--- src/rtl/encode_eight_to_three_pkg.sv ---
// Shared definitions for the eight-to-three request encoder: widths,
// the presenter FSM encoding and a one-hot helper used to retire codes.
package encode_eight_to_three_pkg;

  localparam int REQ_W  = 8;
  localparam int CODE_W = 3;

  // IDLE has nothing on the output; PRESENT holds a code until it is acked.
  typedef enum logic {
    IDLE    = 1'b0,
    PRESENT = 1'b1
  } stateT;

  // Expands a code into the single pending bit it retires.
  function automatic logic [REQ_W-1:0] oneHot(input logic [CODE_W-1:0] code);
    logic [REQ_W-1:0] vec;
    vec       = '0;
    vec[code] = 1'b1;
    return vec;
  endfunction

endpackage

--- src/rtl/encode_eight_to_three_prio.sv ---
// Combinational highest-index-first priority encoder over an 8-bit vector.
// Also reports whether any bit is set, so callers need no separate OR tree.
module prio_enc_eight
  import encode_eight_to_three_pkg::*;
(
  input  logic [REQ_W-1:0]  reqVec,
  output logic [CODE_W-1:0] code,
  output logic              anySet
);

  // Scan upward so the last (highest) set bit wins.
  always_comb begin
    code   = '0;
    anySet = |reqVec;
    for (int i = 0; i < REQ_W; i++) begin
      if (reqVec[i]) begin
        code = CODE_W'(i);
      end
    end
  end

endmodule

--- src/rtl/encode_eight_to_three.sv ---
// Request collector and encoder. Pulses on iReq accumulate in a pending
// register; the FSM presents the highest pending index on oCode and holds
// it until the consumer acks, then moves straight on to the next pending
// index without a bubble. All outputs come straight from flops.
module encode_eight_to_three
  import encode_eight_to_three_pkg::*;
(
  input  logic              iClk,
  input  logic              iRst_n,
  input  logic              iEnable,
  input  logic              iClear,
  input  logic [REQ_W-1:0]  iReq,
  input  logic              iAck,
  output logic              oValid,
  output logic [CODE_W-1:0] oCode,
  output logic [REQ_W-1:0]  oPending,
  output logic              oOverrun
);

  stateT             state;
  stateT             nextState;
  logic              validReg;
  logic              nextValid;
  logic [CODE_W-1:0] codeReg;
  logic [CODE_W-1:0] nextCode;
  logic [REQ_W-1:0]  pendReg;
  logic [REQ_W-1:0]  nextPend;
  logic              overrunReg;
  logic              nextOverrun;

  logic [REQ_W-1:0]  clrVec;
  logic [REQ_W-1:0]  pendMasked;
  logic [REQ_W-1:0]  acceptedReq;
  logic [CODE_W-1:0] pendCode;
  logic              pendAny;
  logic [CODE_W-1:0] maskedCode;
  logic              maskedAny;

  // Work out which bit an ack retires this cycle, what survives it, and
  // which new requests are allowed in. An ack with nothing presented
  // retires nothing.
  always_comb begin
    clrVec      = '0;
    if (validReg && iAck) begin
      clrVec = oneHot(codeReg);
    end
    pendMasked  = pendReg & ~clrVec;
    acceptedReq = iEnable ? iReq : '0;
  end

  // Encoder on the full pending set, used when leaving IDLE.
  prio_enc_eight uPendEnc (
    .reqVec (pendReg),
    .code   (pendCode),
    .anySet (pendAny)
  );

  // Encoder on the pending set after the ack, used for back-to-back
  // presentation. New requests are deliberately left out so they cannot
  // jump the queue on the ack cycle.
  prio_enc_eight uMaskedEnc (
    .reqVec (pendMasked),
    .code   (maskedCode),
    .anySet (maskedAny)
  );

  // Next-state, next-code and pending/overrun update. A request landing on
  // the same bit that is being retired is ORed back in after the clear, so
  // it is re-posted rather than lost. Clear wins over everything.
  always_comb begin
    nextState   = state;
    nextValid   = validReg;
    nextCode    = codeReg;
    nextPend    = pendMasked | acceptedReq;
    nextOverrun = overrunReg | (|(acceptedReq & pendMasked));

    if (iClear) begin
      nextState   = IDLE;
      nextValid   = 1'b0;
      nextPend    = '0;
      nextOverrun = 1'b0;
    end else begin
      case (state)
        IDLE: begin
          if (pendAny) begin
            nextState = PRESENT;
            nextValid = 1'b1;
            nextCode  = pendCode;
          end
        end
        PRESENT: begin
          if (iAck) begin
            if (maskedAny) begin
              nextState = PRESENT;
              nextValid = 1'b1;
              nextCode  = maskedCode;
            end else begin
              nextState = IDLE;
              nextValid = 1'b0;
            end
          end
        end
        default: begin
          nextState = IDLE;
          nextValid = 1'b0;
        end
      endcase
    end
  end

  // State and output registers; reset drops everything immediately,
  // including any code that was mid-handshake.
  always_ff @(posedge iClk or negedge iRst_n) begin
    if (!iRst_n) begin
      state      <= IDLE;
      validReg   <= 1'b0;
      codeReg    <= '0;
      pendReg    <= '0;
      overrunReg <= 1'b0;
    end else begin
      state      <= nextState;
      validReg   <= nextValid;
      codeReg    <= nextCode;
      pendReg    <= nextPend;
      overrunReg <= nextOverrun;
    end
  end

  assign oValid   = validReg;
  assign oCode    = codeReg;
  assign oPending = pendReg;
  assign oOverrun = overrunReg;

endmodule

--- config.mk ---
export PLATFORM = sky130hd
export DESIGN_NAME = encode_eight_to_three
export DESIGN_NICKNAME = d
export VERILOG_FILES = /design/src/rtl/encode_eight_to_three_pkg.sv /design/src/rtl/encode_eight_to_three_prio.sv /design/src/rtl/encode_eight_to_three.sv
export SDC_FILE = /design/constraint.sdc
export NUM_CORES = 1
export LEC_CHECK = 0
export ABC_AREA = 1
export CORE_UTILIZATION = 49
export DETAILED_ROUTE_END_ITERATION = 8
export MAX_ROUTING_LAYER = met4
export PLACE_DENSITY = 0.9
export SLEW_MARGIN = 30
export SYNTH_ARGS = -nofsm -noshare
export SYNTH_HDL_FRONTEND = slang
export SYNTH_SLANG_ARGS = --single-unit
--- constraint.sdc ---
create_clock -name iClk -period 2.84 [get_ports iClk]
set_input_delay 0.568 -clock iClk [delete_from_list [all_inputs] [get_ports iClk]]
set_output_delay 0.568 -clock iClk [all_outputs]
set_load 0.02 [all_outputs]
==> metrics.yaml <==
yosys:
  yosysTopAreaCell: "dfrtp_1"
  ys_seq_area_frac: 0.3989
  syn_nets: 137
  syn_avg_cell_area_um2: 7.083
  synth_warnings: 0
  synth_ff_type: "dfrtp_1"
  yosysMostFrequentCell: "nand2_1"
  synth.top_cell.area_share: 0.3989
  ys_seq_elements: 14
  syn_area_um2: 878.3
  synth.area.top_cells: "dfrtp_1 40%, nand2_1 16%, nor2_1 7.3%, a21oi_1 5.7%, inv_1 5.1%"
  synthArstFlopShare: 1.000
  synth_edf_count: 0
  synthCells: 124
  yosysUniqueCellTypes: 27
  synth_common_cells: "38 x nand2_1, 17 x nor2_1, 14 x dfrtp_1, 12 x inv_1, 10 x a21oi_1"
sta:
  hold_viol: 0
  final.period_utilization: 0.7046
  fmax_mhz: 499.8
  hold_ws_ns: 0.5670
  drv_slew: 0
  period_minus_slack_ns: 2.001
  fin_worst_skew_ns: 0.007914
  rsz0062_at_grt: "false"
  finalSetupViolCount: 0
  worst_pin_slew_ns: 0.6280
  slew_headroom: 0.5800
  tns_ns: 0
die:
  die_area_um2: 1966
  fp.dieH_um: 44.34
  rows: 14
  ios: 26
  start_util: 0.5510
  die_w_um: 44.34
  core_um2: 1594
min_path:
  hp-class: "flop to flop"
cells_and_area:
  drive_gt1_frac: 0.1391
  syn_to_final_growth_pct: 35.19
  fin_area_um2: 1187
  insertedDiodeCount: 0
  fin_nets: 165
placement:
  dp_hpwl_mm: 1.671
  gp_congestion: 0.9135
  dpl_cell_area_um2: 1151
  io_buffers: 25
cts:
  htreeDepth: 1
  cts_setup_buffers: 0
  cts_resized: 0
  clk_pin_slew_worst_paths_ns: 0.08
  cts_buffer_depth: 2
  holdBufCountCts: 0
  cts_tree: "built"
  numCtsBuffers: 3
  clock_sinks: 14
  clock_latency_ns: 0.28
  root_buffer: "clkbuf_4"
pwr:
  power.density_nw_per_um2: 541.3
  ir_drop_v: 0.0003654
  leakagePower_nw: 0.5638
  total_power_mw: 0.6427
worst_setup_path:
  path_delay_family: "simple AND/OR/NAND/NOR gates"
  critical_path_required_ns: 3.01
  crit_slowest_cell: "clkdlybuf4s50_1"
  path_max_fanout: 5
  crit_chain: "clkdlybuf4s50_1 > nand2_1 > nor2_2 > nand2_1 > nand2_2 > nand2_2 > nor2_4 > nand2_2 > nand2_4 > inv_2 > nand2_1 > o21ai_2"
  crit_path_end_kind: "flop"
  crit_path_max_incr_delay_ns: 0.56
  path_class: "input port to flop"
  path_buf_inv: 2
  cp-start-kind: "input port"
  cp.arrival_ns: 2.17
route:
  drt_wl_total_mm: 2.059
  via_per_inst: 4.943
  routed-via-count: 865
  ant_nets: 0
  wl_per_cell_um: 11.77
  drt_iter0_drc: 25
  firstDrtPassIters: 4
  drc: 0
run:
  cap_violations: 0
global_routing:
  globalRouteTotalUtil: 0.2513
  overflow: 0
  grt_max_degree: 15
  grt_pass1_wl_mm: 3.512
  grt_pass1_vias: 836
  antenna_found_initial: 0
outcome:
  status: "finished clean"
through the flow:
step / utilization / std cells / worst slack, ns
floorplan: - / 124 / 1.333
global placement: 0.7221 / 171 / 0.6542
detailed placement: 0.7221 / 171 / 0.5589
CTS: 0.7449 / 175 / 0.8491
global route: 0.7449 / 175 / 0.7198
finish: 0.7449 / 175 / 0.8390
final timing paths:
check / from / to / slack, ns / depth (start not counted)
worst max register to register: oValid$_DFFE_PN0P_ / oCode[2]$_DFFE_PN0P_ / 1.30 / 11
worst min register to register: oCode[1]$_DFFE_PN0P_ / oCode[1]$_DFFE_PN0P_ / 0.57 / 2
min in group asynchronous: iRst_n / oPending[1]$_DFF_PN0_ / 0.67 / 1
max in group asynchronous: iRst_n / oCode[0]$_DFFE_PN0P_ / 1.76 / 1
worst max-delay path: iAck / oCode[2]$_DFFE_PN0P_ / 0.84 / 12
worst min-delay path: oCode[1]$_DFFE_PN0P_ / oCode[1]$_DFFE_PN0P_ / 0.57 / 2
worst reg2reg max path: stages (launching register included):
cell     delay (ns)
dfrtp_1        0.41
nand2_1        0.09
nor2_2         0.16
nand2_1        0.10
nand2_2        0.12
nand2_2        0.08
nor2_4         0.14
nand2_2        0.07
nand2_4        0.08
inv_2          0.05
nand2_1        0.07
o21ai_2        0.05
cell type report:
cell class | count | area, um2
timing repair buffer | 25 | 250.2
inverter | 14 | 52.55
multi-input combinational | 94 | 467.9
sequential | 14 | 350.3
fill | 115 | 406.6
tap | 24 | 30.03
clock buffer | 4 | 36.28
logic make-up (layout without fill, tap and decap cells):
logic type	after synthesis	after routing	synth area share
AND/OR/NAND/NOR	73	73	0.3875
flip-flops	14	14	0.3989
AO/OA/AOI/OAI	21	21	0.1453
buffers and inverters	16	43	0.06837
report_power, final:
| part | total, mW | switching [mW] | internal, mW |
|---|---|---|---|
| Sequential | 0.255 | 0.0300 | 0.225 |
| Combinational | 0.243 | 0.139 | 0.104 |
| Clock | 0.145 | 0.0667 | 0.0779 |
| Total | 0.643 | 0.235 | 0.407 |
metal layers:
layer  track usage  up-vias  part of all wire
li1              -      453                 -
met1        0.3047      392              0.47
met2        0.4294       18              0.50
met3       0.02449        2             0.028
met4       0.09697        0            0.0053
met5             -        -                 0
cell usage in the layout, fill, tap and decap left out, drive strengths merged:
cell type      count
o21bai             2
nand3b             1
o211ai             1
nand3              5
clkbuf             4
o22ai              2
dfrtp             14
o21ai              4
nor2              20
nand2             45
a31o               1
inv               14
nor3               1
a31oi              1
nand4              1
a21oi             10
clkdlybuf4s50     25
state kept, by name (all words and copies together) (netlist names):
| signal | count |
|---|---|
| oPending | 8 |
| oCode | 3 |
| oOverrun | 1 |
| oValid | 1 |
| state | 1 |
(Power assumes the default switching activity.)
